==> config.mk <==
export PLATFORM = sky130hd
export DESIGN_NAME = seq_datapath_unit
export DESIGN_NICKNAME = d
export VERILOG_FILES = /design/src/rtl/seq_datapath_unit.sv
export SDC_FILE = /design/constraint.sdc
export NUM_CORES = 1
export LEC_CHECK = 0
export BUFFER_PORTS_ARGS = -buffer_cell sky130_fd_sc_hd__buf_4
export CELL_PAD_IN_SITES_DETAIL_PLACEMENT = 0
export CELL_PAD_IN_SITES_GLOBAL_PLACEMENT = 1
export CORE_AREA = 2 2 96 98
export DETAILED_ROUTE_END_ITERATION = 16
export DIE_AREA = 0 0 98 100
export PLACE_DENSITY_LB_ADDON = 0.1
export REMOVE_ABC_BUFFERS = 1
export SYNTH_ARGS = -nofsm -noshare
export SYNTH_HDL_FRONTEND = slang
export SYNTH_SLANG_ARGS = --single-unit
==> constraint.sdc <==
create_clock -name clk -period 4.5 [get_ports clk]
set_input_delay 0.675 -clock clk [delete_from_list [all_inputs] [get_ports clk]]
set_output_delay 0.675 -clock clk [all_outputs]
set_load 0.01 [all_outputs]
==> src/rtl/seq_datapath_unit.sv <==
// Sequential accumulator datapath: prescaled step enable, command handshake, multi-step shifts.
// Optional build macro SEQ_DATAPATH_SATURATE_EN makes ADD/SUB clamp instead of wrap.
module seq_datapath_unit #(
   parameter int WIDTH    = 5,
   parameter int DIV_BITS = 25,
   parameter int AMT_BITS = 3
) (
   input  logic                clk,
   input  logic                reset,
   input  logic                cmd_valid,
   output logic                cmd_ready,
   input  logic [2:0]          cmd_op,
   input  logic [WIDTH-1:0]    cmd_data,
   input  logic [AMT_BITS-1:0] cmd_amt,
   output logic [WIDTH-1:0]    acc,
   output logic                carry,
   output logic                busy,
   output logic                done,
   output logic                tick
);

   localparam logic [2:0] OP_NOP  = 3'b000;
   localparam logic [2:0] OP_LOAD = 3'b001;
   localparam logic [2:0] OP_ADD  = 3'b010;
   localparam logic [2:0] OP_SUB  = 3'b011;
   localparam logic [2:0] OP_SHL  = 3'b100;
   localparam logic [2:0] OP_SHR  = 3'b101;
   localparam logic [2:0] OP_CLR  = 3'b111;

   localparam logic [AMT_BITS-1:0] AMT_ONE = 1;

   typedef enum logic {S_IDLE, S_WAIT} state_t;

   state_t              state_q, state_d;
   logic [2:0]          op_q, op_d;
   logic [WIDTH-1:0]    data_q, data_d;
   logic [AMT_BITS-1:0] rem_q, rem_d;
   logic [WIDTH-1:0]    acc_q, acc_d;
   logic                carry_q, carry_d;
   logic                done_q, done_d;
   logic                cmd_ready_q, cmd_ready_d;
   logic                busy_q, busy_d;

   logic [WIDTH:0]      sum, diff;
   logic                is_shift;

   // Prescaler: the enable is the all-ones state of a wrapping counter.
   generate
      if (DIV_BITS == 0) begin : g_nodiv
         assign tick = 1'b1;
      end else begin : g_div
         localparam logic [DIV_BITS-1:0] PRE_ONE = 1;
         logic [DIV_BITS-1:0] presc_q, presc_d;

         always_comb presc_d = presc_q + PRE_ONE;

         always_ff @(posedge clk) begin
            if (reset) presc_q <= '0;
            else       presc_q <= presc_d;
         end

         assign tick = &presc_q;
      end
   endgenerate

   always_comb begin
      sum      = {1'b0, acc_q} + {1'b0, data_q};
      diff     = {1'b0, acc_q} - {1'b0, data_q};
      is_shift = (op_q == OP_SHL) || (op_q == OP_SHR);
   end

   always_comb begin
      state_d = state_q;
      op_d    = op_q;
      data_d  = data_q;
      rem_d   = rem_q;
      acc_d   = acc_q;
      carry_d = carry_q;
      done_d  = 1'b0;

      case (state_q)
         S_IDLE: begin
            if (cmd_valid) begin
               op_d    = cmd_op;
               data_d  = cmd_data;
               rem_d   = cmd_amt;
               state_d = S_WAIT;
            end
         end

         S_WAIT: begin
            if (tick) begin
               case (op_q)
                  OP_LOAD: acc_d = data_q;
                  OP_ADD: begin
                     carry_d = sum[WIDTH];
`ifdef SEQ_DATAPATH_SATURATE_EN
                     acc_d   = sum[WIDTH] ? '1 : sum[WIDTH-1:0];
`else
                     acc_d   = sum[WIDTH-1:0];
`endif
                  end
                  OP_SUB: begin
                     // Bit WIDTH of the zero-extended difference is the borrow.
                     carry_d = diff[WIDTH];
`ifdef SEQ_DATAPATH_SATURATE_EN
                     acc_d   = diff[WIDTH] ? '0 : diff[WIDTH-1:0];
`else
                     acc_d   = diff[WIDTH-1:0];
`endif
                  end
                  OP_SHL: begin
                     if (rem_q != '0) begin
                        carry_d = acc_q[WIDTH-1];
                        acc_d   = {acc_q[WIDTH-2:0], 1'b0};
                     end
                  end
                  OP_SHR: begin
                     if (rem_q != '0) begin
                        carry_d = acc_q[0];
                        acc_d   = {1'b0, acc_q[WIDTH-1:1]};
                     end
                  end
                  OP_CLR: begin
                     acc_d   = '0;
                     carry_d = 1'b0;
                  end
                  default: ;
               endcase

               if (is_shift && (rem_q > AMT_ONE)) begin
                  rem_d = rem_q - AMT_ONE;
               end else begin
                  state_d = S_IDLE;
                  done_d  = 1'b1;
               end
            end
         end

         default: state_d = S_IDLE;
      endcase

      cmd_ready_d = (state_d == S_IDLE);
      busy_d      = ~cmd_ready_d;
   end

   always_ff @(posedge clk) begin
      if (reset) begin
         state_q     <= S_IDLE;
         op_q        <= OP_NOP;
         data_q      <= '0;
         rem_q       <= '0;
         acc_q       <= '0;
         carry_q     <= 1'b0;
         done_q      <= 1'b0;
         cmd_ready_q <= 1'b1;
         busy_q      <= 1'b0;
      end else begin
         state_q     <= state_d;
         op_q        <= op_d;
         data_q      <= data_d;
         rem_q       <= rem_d;
         acc_q       <= acc_d;
         carry_q     <= carry_d;
         done_q      <= done_d;
         cmd_ready_q <= cmd_ready_d;
         busy_q      <= busy_d;
      end
   end

   assign acc       = acc_q;
   assign carry     = carry_q;
   assign done      = done_q;
   assign cmd_ready = cmd_ready_q;
   assign busy      = busy_q;

endmodule

## After elaboration in Yosys (flattened, before gate mapping)

Index checks and enable logic that the tools add are counted.

- Bits in registers: 45
- Input port bits: 14
- Output and inout port bits: 10
- Logic and storage cells: 54

- Add/sub/neg operators: 4
- Order comparisons: 1
- Eq/ne operators: 11
- Multiplexer cells: 15
- Bitwise logic cells: 3
- Reductions and logical operators: 11

Operators with widths:

| cell | count |
|---|---|
| $reduce_and A29 Y1 | 2 |
| $pmux W5 S6 | 1 |
| $add A25 B1 Y25 const B | 1 |
| $reduce_and A25 Y1 | 1 |
| $mux W5 | 2 |
| $eq A3 B3 Y1 const B | 3 |
| $mux W3 | 3 |
| $add A5 B5 Y6 | 1 |
| $eq A3 B2 Y1 const B | 2 |
| $mux W1 | 6 |
| $ne A2 B1 Y1 const B | 3 |
| $pmux W3 S2 | 1 |
| $reduce_bool A6 Y1 | 1 |
| $sub A5 B5 Y6 | 1 |
| $pmux W1 S5 | 1 |
| $reduce_bool A5 Y1 | 1 |
| $ne A2 B2 Y1 const B | 2 |
| $eq A3 B1 Y1 const B | 1 |
| $gt A3 B1 Y1 const B | 1 |
| $not A1 Y1 | 3 |
| $reduce_and A3 Y1 | 1 |
| $reduce_bool A3 Y1 | 1 |
| $reduce_or A3 Y1 | 1 |
| $sub A3 B1 Y3 const B | 1 |
| 4 further kinds | 4 |

## Longest topological paths before layout

Gate-level depths: netlist of the first run.

- Word-level depth: 7
- Mapped depth: 9
- Gate-level depth less buffers: 8

## Worst setup path before layout of the first run

OpenSTA, ideal clock, no wires.

- Kind: reg2out
- Start: register g_div.presc_q[0]
- End: output port tick
- Data arrival time: 1.630 ns
- Required time: 3.825 ns
- Setup slack: 2.195 ns
- Stages on the path, launching flop included: 8
- Path buffers: 1
- Cells stage by stage: dfxtp_1 -> ha_1 -> nand3_2 -> or3_2 -> buf_12 -> nor2_2 -> nand2_1 -> inv_2

- Cells in the longest elaborated chain, start to end: 1

Ends and longest elaborated chain:

| item | line | source |
|---|---|---|
| start, declared | 53 | `logic [DIV_BITS-1:0] presc_q, presc_d;` |
| start signal, assigned | 59 | `else presc_q <= presc_d;` |
| $reduce_and A25 Y1 | 62 | `assign tick = &presc_q;` |
| end, declared | 19 | `output logic tick` |

Every way passes these cells.

## Worst setup path in the final report of the first run

Ends and elaborated chain as after synthesis.

==> results of run 1 <==
cells by family after synthesis:
group                      Yosys count
DFF                                 45
AOI/OAI and AO/OA                   56
xor gates and xnor gates            22
buffers and inverters               35
adders and majority gates           16
and+or+nand+nor                    136
muxes                                6
report_power, final:
part           leakage (nW)  switching (mW)  internal [mW]
sequential            0.365          0.0160          0.408
clock                0.0543           0.143          0.166
combinational         0.626          0.0450         0.0353
flip-flops by register name (all words and copies together) (netlist names):
| signal | count |
|---|---|
| acc | 5 |
| busy | 1 |
| carry | 1 |
| cmd_ready | 1 |
| data_q | 5 |
| done | 1 |
| g_div.presc_q | 25 |
| op_q | 3 |
| rem_q | 3 |
routing by layer:
metal | share of wire | routed length, um | vias up
li1 | - | - | 1123
met1 | 0.51 | 3190 | 1029
met2 | 0.45 | 2810 | 35
met3 | 0.028 | 176 | 4
met4 | 0.0087 | 54 | 0
met5 | 0 | 0 | -
synthesized netlist by cell type (all sizes together), types with 3 or more instances:
library cell	n	area, um2
dfxtp	45	901
nor2	39	149
nand2	34	128
inv	19	71.3
xnor2	19	166
a21oi	18	90.1
ha	14	175
o21ai	12	60.1
clkbuf	10	37.5
nor2b	10	62.6
nand3	8	45.0
nor3	8	51.3
or3	8	52.6
nand4	7	50.1
mux2i	6	60.1
buf	5	43.8
nand2b	5	31.3
nor4	5	43.8
a211oi	4	30.0
xor2	3	26.3
layout make-up:
type / instances / share of cell area
clock inverters: 3 / 0.0157
flip-flops and latches: 45 / 0.305
clock buffers: 5 / 0.0233
well taps: 111 / 0.0471
inverters: 19 / 0.0242
repair buffers: 23 / 0.0585
multi-input cells: 236 / 0.526
how the worst min path moves through the flow:
stage,from,cells past startpoint,to,slack [ns]
after floorplan,g_div.presc_q[0],1,g_div.presc_q[0],0.43
after global placement,g_div.presc_q[0],1,g_div.presc_q[0],0.44
after detailed placement,g_div.presc_q[0],1,g_div.presc_q[0],0.45
after CTS,g_div.presc_q[0],1,g_div.presc_q[0],0.48
after global routing,g_div.presc_q[0],1,g_div.presc_q[0],0.50
final,g_div.presc_q[0],1,g_div.presc_q[0],0.47
stage by stage:
| stage | utilization | cells | hold slack, ns | total power [mW] |
|---|---|---|---|---|
| final | 0.332 | 442 | 0.470 | 0.814 |
| after global routing | 0.332 | 442 | 0.499 | 0.859 |
| after CTS | 0.332 | 442 | 0.477 | 0.834 |
| after detailed placement | 0.319 | 434 | 0.454 | 0.514 |
| after global placement | 0.319 | 434 | 0.445 | 0.515 |
| after floorplan | - | 300 | 0.429 | 0.477 |
==> results.cfg, run 1 <==
[worst_setup_path]
rrSetupSlack_ns = 2.22
worstPathMaxFanout = 10
critical_path_depth = 7
timing.rr.end = acc[0]
crit_start = g_div.presc_q[0]
cp_top_family = simple AND/OR/NAND/NOR gates
required_ns = 3.83
crit_slowest_cell = or3_2
cpPeakStageDelay_ns = 0.64
arrival_ns = 2.21
end_kind = output port
rr_worst_depth = 5
path_class = flop to output port
crit_buf_inv = 2
worstPathCellList = ha_1, nand3_2, or3_2, nor2_2, nand2_1, inv_2, buf_4
crit_path_start_kind = flop
rr_startpoint = op_q[1]
endpoint = tick

[finish]
fillers = 958
seq_area_um2 = 901
num_antenna_cells = 0
fin_nets = 360
drive_gt1_frac = 0.139
final_common_cell = dfxtp_1
multi_input_area_mm2 = 0.00155
synthToLayoutAreaGrowth_pct = 11.9
finish.instance_area_mm2 = 0.00295
most-common-layout-cells = 45 x dfxtp_1, 38 x nor2_1, 34 x nand2_1

[sta]
fin_skew_ns = 0.00352
fin_tns_setup_ns = 0
rsz0062_at_grt = false
fin_crit_sh = 0.642
maxSlewViolCount = 0
final-hold-violation-count = 0
final-setup-viol-count = 0
worstMarginPinSlew_ns = 0.810
finalCriticalPeriod_ns = 2.89
slew_headroom = 0.459
fin_ws_ns = 1.61
fmax_mhz = 346

[placed_design]
post-place-ws_ns = 1.92
place_hpwl_mm = 4.42
numPortBuffers = 23
place_area_mm2 = 0.00284
place_congestion = 0.757

[power_and_ir_drop]
p_per_area_mw_per_mm2 = 276
p_leak_nw = 1.05
irDropWorstVdd_mv = 0.179

[synthesis]
synth-async-reset-ratio = 0
synth_mux_area_frac = 0.0228
syn-cell-area_mm2 = 0.00264
synthXorXnorAreaFrac = 0.0730
syn_area_per_cell_um2 = 8.35
synth_compound_area_frac = 0.142
ys_seq_area_frac = 0.341
synth_top_family_by_area = simple AND/OR/NAND/NOR gates
ys.flop_type = dfxtp_1
syn_inst = 316
synth.distinct_cells = 60
synth_enable_flop_cells = 0
ys.warnings.count = 0
yosys.area_share.simple = 0.269
ys_seq_elements = 45
synth_fa_ha_area_frac = 0.0816

[routing]
drtAntennaViolNets = 0
vias = 2191
drc = 0
vias_per_cell = 4.96
routedWlPerCell_um = 14.1
dr.pass1.iters = 5
drt_iter0_drc = 125
wirelength_mm = 6.23

[hold_path]
hold_path.class = flop to flop

[global_routing]
grt.overflow.total = 0
grt_pass1_vias = 2142
grt_max_degree = 44
track_usage = 0.135
grt_pass1_wl_mm = 10.8
use_met3 = 0.0244
met2_usage = 0.214
antenna_found_initial = 0
grtUsageMet1 = 0.191
busiest_layer = met2

[floorplan]
dieArea_mm2 = 0.00980
core_area_mm2 = 0.00889
die_h_um = 100
start_util = 0.297
die_w_um = 98
io_pins = 24
row_count = 35

[cts]
cts_buffers = 5
cts_hold_buf = 0
cts_tree = done
cts-root-buf = clkbuf_8
cts.sinks = 45
cts-resized-gates = 0
clk_latency_ns = 0.30
cts_buffer_depth = 2
h-tree-depth = 2
clk_pin_slew_ns = 0.09
postCtsSetupBuffers = 0

[job]
drv_cap = 0

[outcome]
outcome = finished clean
Power figures use the tool's default switching activity.
==> inputs of run 2 (changes only) <==
Clock period 4.5 ns to 2.5 ns, I/O delays scaled along.
==> results.cfg, run 2 (synthesized netlist as in run 1, its figures left out) <==
[routing]
drc = 0
routedWlPerCell_um = 14.4
wirelength_mm = 6.50
vias = 2231
drtAntennaViolNets = 0
drt_iter0_drc = 98
dr.pass1.iters = 4
vias_per_cell = 4.94

[sta]
fmax_mhz = 432
final-setup-viol-count = 0
slew_headroom = 0.448
fin_tns_setup_ns = 0
final-hold-violation-count = 0
worstMarginPinSlew_ns = 0.818
hold_slack_ns = 0.317
fin_crit_sh = 0.926
maxSlewViolCount = 0
finalCriticalPeriod_ns = 2.31
fin_skew_ns = 0.00462
rsz0062_at_grt = false

[finish]
postLayoutCoreUtil = 0.339
num_antenna_cells = 0
fillers = 968
top_register = g_div.presc_q
drive_gt1_frac = 0.176
synthToLayoutAreaGrowth_pct = 14.3
fin_nets = 372
most-common-layout-cells = 42 x dfxtp_1, 38 x nor2_1, 35 x buf_4
final_common_cell = dfxtp_1
finalNonFillerCells = 452
largest_reg_flops = 25

[floorplan]
die_h_um = 100
die_w_um = 98
io_pins = 24
core_area_mm2 = 0.00889
dieArea_mm2 = 0.00980
row_count = 35
start_util = 0.297

[cts]
cts_tree = done
h-tree-depth = 2
cts_buffer_depth = 2
clk_latency_ns = 0.30
cts_buffers = 5
cts-root-buf = clkbuf_8
cts.sinks = 45
clk_pin_slew_ns = 0.08

[power_and_ir_drop]
switchingPower_mw = 0.364
p_per_area_mw_per_mm2 = 449
p_sw_frac = 0.268
pwr-share-clk = 0.321
comb_power_share = 0.123
p_leak_nw = 1.09
irDropWorstVdd_mv = 0.215
intPower_mw = 0.991
seq_power_share = 0.556

[outcome]
outcome = finished clean

[hold_path]
hp-start = cmd_data[0]
hold_path.class = input port to flop
holdPathEnd = data_q[0]
holdPathStages = 3

[worst_setup_path]
rr_startpoint = data_q[2]
path_class = flop to output port
crit_buf_inv = 2
worstPathCellList = nand4_1, or4_4, nor2_4, nand2_1, inv_2, buf_4
crit_slowest_cell = or4_4
rr_worst_depth = 7
worstPathMaxFanout = 5
timing.rr.end = acc[4]
rrSetupSlack_ns = 0.40
cp_top_family = simple AND/OR/NAND/NOR gates
end_kind = output port
arrival_ns = 1.94
cpPeakStageDelay_ns = 0.59
crit_path_start_kind = flop
required_ns = 2.12

[placed_design]
place_hpwl_mm = 4.75
numPortBuffers = 23
place_congestion = 0.733
dp.cells = 446

[global_routing]
track_usage = 0.139
grtUsageMet1 = 0.180
grt_pass1_vias = 2218
met2_usage = 0.239
antenna_found_initial = 0
use_met3 = 0.0230
grt_max_degree = 44
busiest_layer = met2
grt_pass1_wl_mm = 11.0
grt.overflow.total = 0

[job]
drv_cap = 0
run 2: worst max path at each step:
stage,end,startpoint,cells past startpoint,slack [ns]
6_report,tick,g_div.presc_q[10],6,0.19
5_1_grt,tick,g_div.presc_q[10],6,0.04
4_1_cts,tick,g_div.presc_q[15],6,0.05
3_5_place_dp,acc[1],g_div.presc_q[0],7,0.32
3_3_place_gp,acc[0],g_div.presc_q[0],7,0.34
2_1_floorplan,acc[4],acc[0],8,0.47
run 2: area by class of cell:
| type | count | area, um2 | area share |
|---|---|---|---|
| multi-input combinational | 236 | 1560 | 0.519 |
| clock buffer | 5 | 68.8 | 0.0228 |
| clock inverter | 1 | 5.00 | 0.00166 |
| sequential | 45 | 905 | 0.300 |
| inverter | 19 | 71.3 | 0.0237 |
| tap | 111 | 139 | 0.0461 |
| timing repair buffer | 35 | 263 | 0.0871 |
run 2: repair_timing:
item,in CTS,in global routing
setup buffers,0,0
setup endpoints to repair,0,1
resized for setup,0,6
hold buffers,0,0
run 2: worst register-to-register path: stages, from the launching register on:
cell      delay (ns)
dfxtp_1         0.43
inv_1           0.07
ha_1            0.41
nor2_1          0.08
o311a_1         0.31
a2111o_1        0.38
and3_1          0.15
a211oi_1        0.21
run 2: through the flow:
stage,setup slack (ns),cell area [um2],power (mW)
final,0.186,3020,1.35
after detailed placement,0.317,2930,0.937
after floorplan,0.469,2520,0.859
after global placement,0.341,2930,0.939
after CTS,0.0480,3000,1.38
after global routing,0.0409,3020,1.42
run 2: power groups by stage:
stage | Combinational, mW | Clock [mW] | Sequential (mW)
5_1_grt | 0.185 | 0.477 | 0.757
3_5_place_dp | 0.167 | 0 | 0.770
6_report | 0.166 | 0.435 | 0.753
2_1_floorplan | 0.0871 | 0 | 0.771
3_3_place_gp | 0.170 | 0 | 0.769
4_1_cts | 0.167 | 0.456 | 0.753
run 2: per-layer routing:
metal	vias to the layer above	routed length [um]
met5	-	0
met2	25	3070
met1	1060	3200
li1	1140	-
met4	0	73
met3	6	157
==> inputs of run 3 (changes only) <==
--- a/constraint.sdc
+++ b/constraint.sdc
@@ -3,2 +3,2 @@
 set_output_delay 0.375 -clock clk [all_outputs]
-set_load 0.01 [all_outputs]
+set_load 0.005 [all_outputs]
==> results.cfg, run 3 (synthesized netlist as in run 1, its figures left out) <==
[worst_setup_path]
crit_path_start_kind = flop
crit_slowest_cell = or4_4
end_kind = output port
crit_buf_inv = 2
worstPathCellList = nand4_1, or4_4, nor2_2, nand2_1, inv_2, buf_4
arrival_ns = 1.96
cp_top_family = simple AND/OR/NAND/NOR gates
cpPeakStageDelay_ns = 0.58
required_ns = 2.12
path_class = flop to output port
worstPathMaxFanout = 5

[power_and_ir_drop]
irDropWorstVdd_mv = 0.212
p_sw_frac = 0.249
intPower_mw = 1.11
switchingPower_mw = 0.366
p_leak_nw = 1.11
pwr-share-clk = 0.378
comb_power_share = 0.111
seq_power_share = 0.511
p_per_area_mw_per_mm2 = 484

[finish]
finish.instance_area_mm2 = 0.00305
fin_nets = 372
num_antenna_cells = 0
synthToLayoutAreaGrowth_pct = 15.4
final_common_cell = dfxtp_1
most-common-layout-cells = 42 x dfxtp_1, 38 x nor2_1, 35 x buf_4
largest_reg_flops = 25
drive_gt1_frac = 0.175
top_register = g_div.presc_q

[floorplan]
start_util = 0.297
io_pins = 24
die_w_um = 98
die_h_um = 100
dieArea_mm2 = 0.00980
core_area_mm2 = 0.00889
row_count = 35

[sta]
final-setup-viol-count = 0
fin_skew_ns = 0.0108
fmax_mhz = 428
worstMarginPinSlew_ns = 0.817
final-hold-violation-count = 0
finalCriticalPeriod_ns = 2.34
fin_crit_sh = 0.934
maxSlewViolCount = 0
rsz0062_at_grt = false
fin_tns_setup_ns = 0
slew_headroom = 0.449

[routing]
vias_per_cell = 4.86
wirelength_mm = 6.27
routedWlPerCell_um = 13.8
dr.pass1.iters = 4
drc = 0
drt_iter0_drc = 124
vias = 2205
drtAntennaViolNets = 0

[placed_design]
place_hpwl_mm = 4.67
place_area_mm2 = 0.00290
place_congestion = 0.738
numPortBuffers = 23

[hold_path]
hold_path.class = input port to flop

[cts]
cts.sinks = 45
cts_buffers = 5
cts-root-buf = clkbuf_8
clk_pin_slew_ns = 0.09
cts_buffer_depth = 2
cts_hold_buf = 0
h-tree-depth = 2
clk_latency_ns = 0.30
cts_tree = done

[global_routing]
grt_max_degree = 34
antenna_found_initial = 0
grt_pass1_vias = 2117
grt_pass1_wl_mm = 10.7
track_usage = 0.136
grt.overflow.total = 0

[outcome]
outcome = finished clean

[job]
drv_cap = 0
run 3: changes by cell type in the layout (fill, tap and decap cells not counted):
cell,before,now
bufinv_16,0,1
ha_1,13,14
nor2_2,0,1
ha_2,1,0
clkinv_4,0,1
nor2_4,1,0
clkinv_2,1,0
clkbuf_1,0,1
run 3: what timing repair did:
action                                  4_1_cts  5_1_grt
hold endpoints to repair                      0        0
resized for setup                             1        3
pin swaps                                     0        1
endpoints found under the setup margin        1        1
buffers inserted                              0        3
run 3: final cells by class:
class	instances	area [um2]
clock inverter	2	38.8
tap	111	139
inverter	19	71.3
timing repair buffer	35	263
sequential	45	905
clock buffer	6	72.6
multi-input combinational	236	1560
fill	970	5840
run 3: metal layers:
metal,part of all wire,GRT usage,up-vias
li1,-,-,1147
met1,0.51,0.193,1031
met2,0.46,0.214,25
met3,0.025,0.0237,2
met4,0.0057,0.0385,0
met5,0,0,-
run 3: per-stage QoR:
step	total power, mW	util	setup slack [ns]	hold WS (ns)	std cells
final	1.47	0.343	0.165	0.326	454
after global routing	1.56	0.343	0.00218	0.315	454
after CTS	1.51	0.340	0.0510	0.307	451
after detailed placement	0.935	0.327	0.240	0.455	443
after global placement	0.939	0.327	0.275	0.444	443
after floorplan	0.858	-	0.516	0.429	300
run 3: worst paths after layout:
| path | startpoint | end | slack (ns) | depth (start not counted) |
|---|---|---|---|---|
| worst max-delay path | g_div.presc_q[10] | tick | 0.16 | 6 |
| worst min-delay path | cmd_data[0] | data_q[0] | 0.33 | 3 |
| worst max register to register | acc[0] | acc[4] | 0.35 | 8 |
| worst min register to register | g_div.presc_q[0] | g_div.presc_q[0] | 0.47 | 1 |
run 3: worst min-delay path: stages:
cell and delay [ns]:
buf_4 0.11, nand2_1 0.05, a21oi_1 0.05
run 3: power groups by stage:
stage | clock, mW | sequential (mW) | combinational, mW
6_report | 0.557 | 0.753 | 0.163
5_1_grt | 0.621 | 0.757 | 0.185
4_1_cts | 0.589 | 0.753 | 0.166
3_5_place_dp | 0 | 0.770 | 0.165
3_3_place_gp | 0 | 0.769 | 0.169
2_1_floorplan | 0 | 0.771 | 0.0871
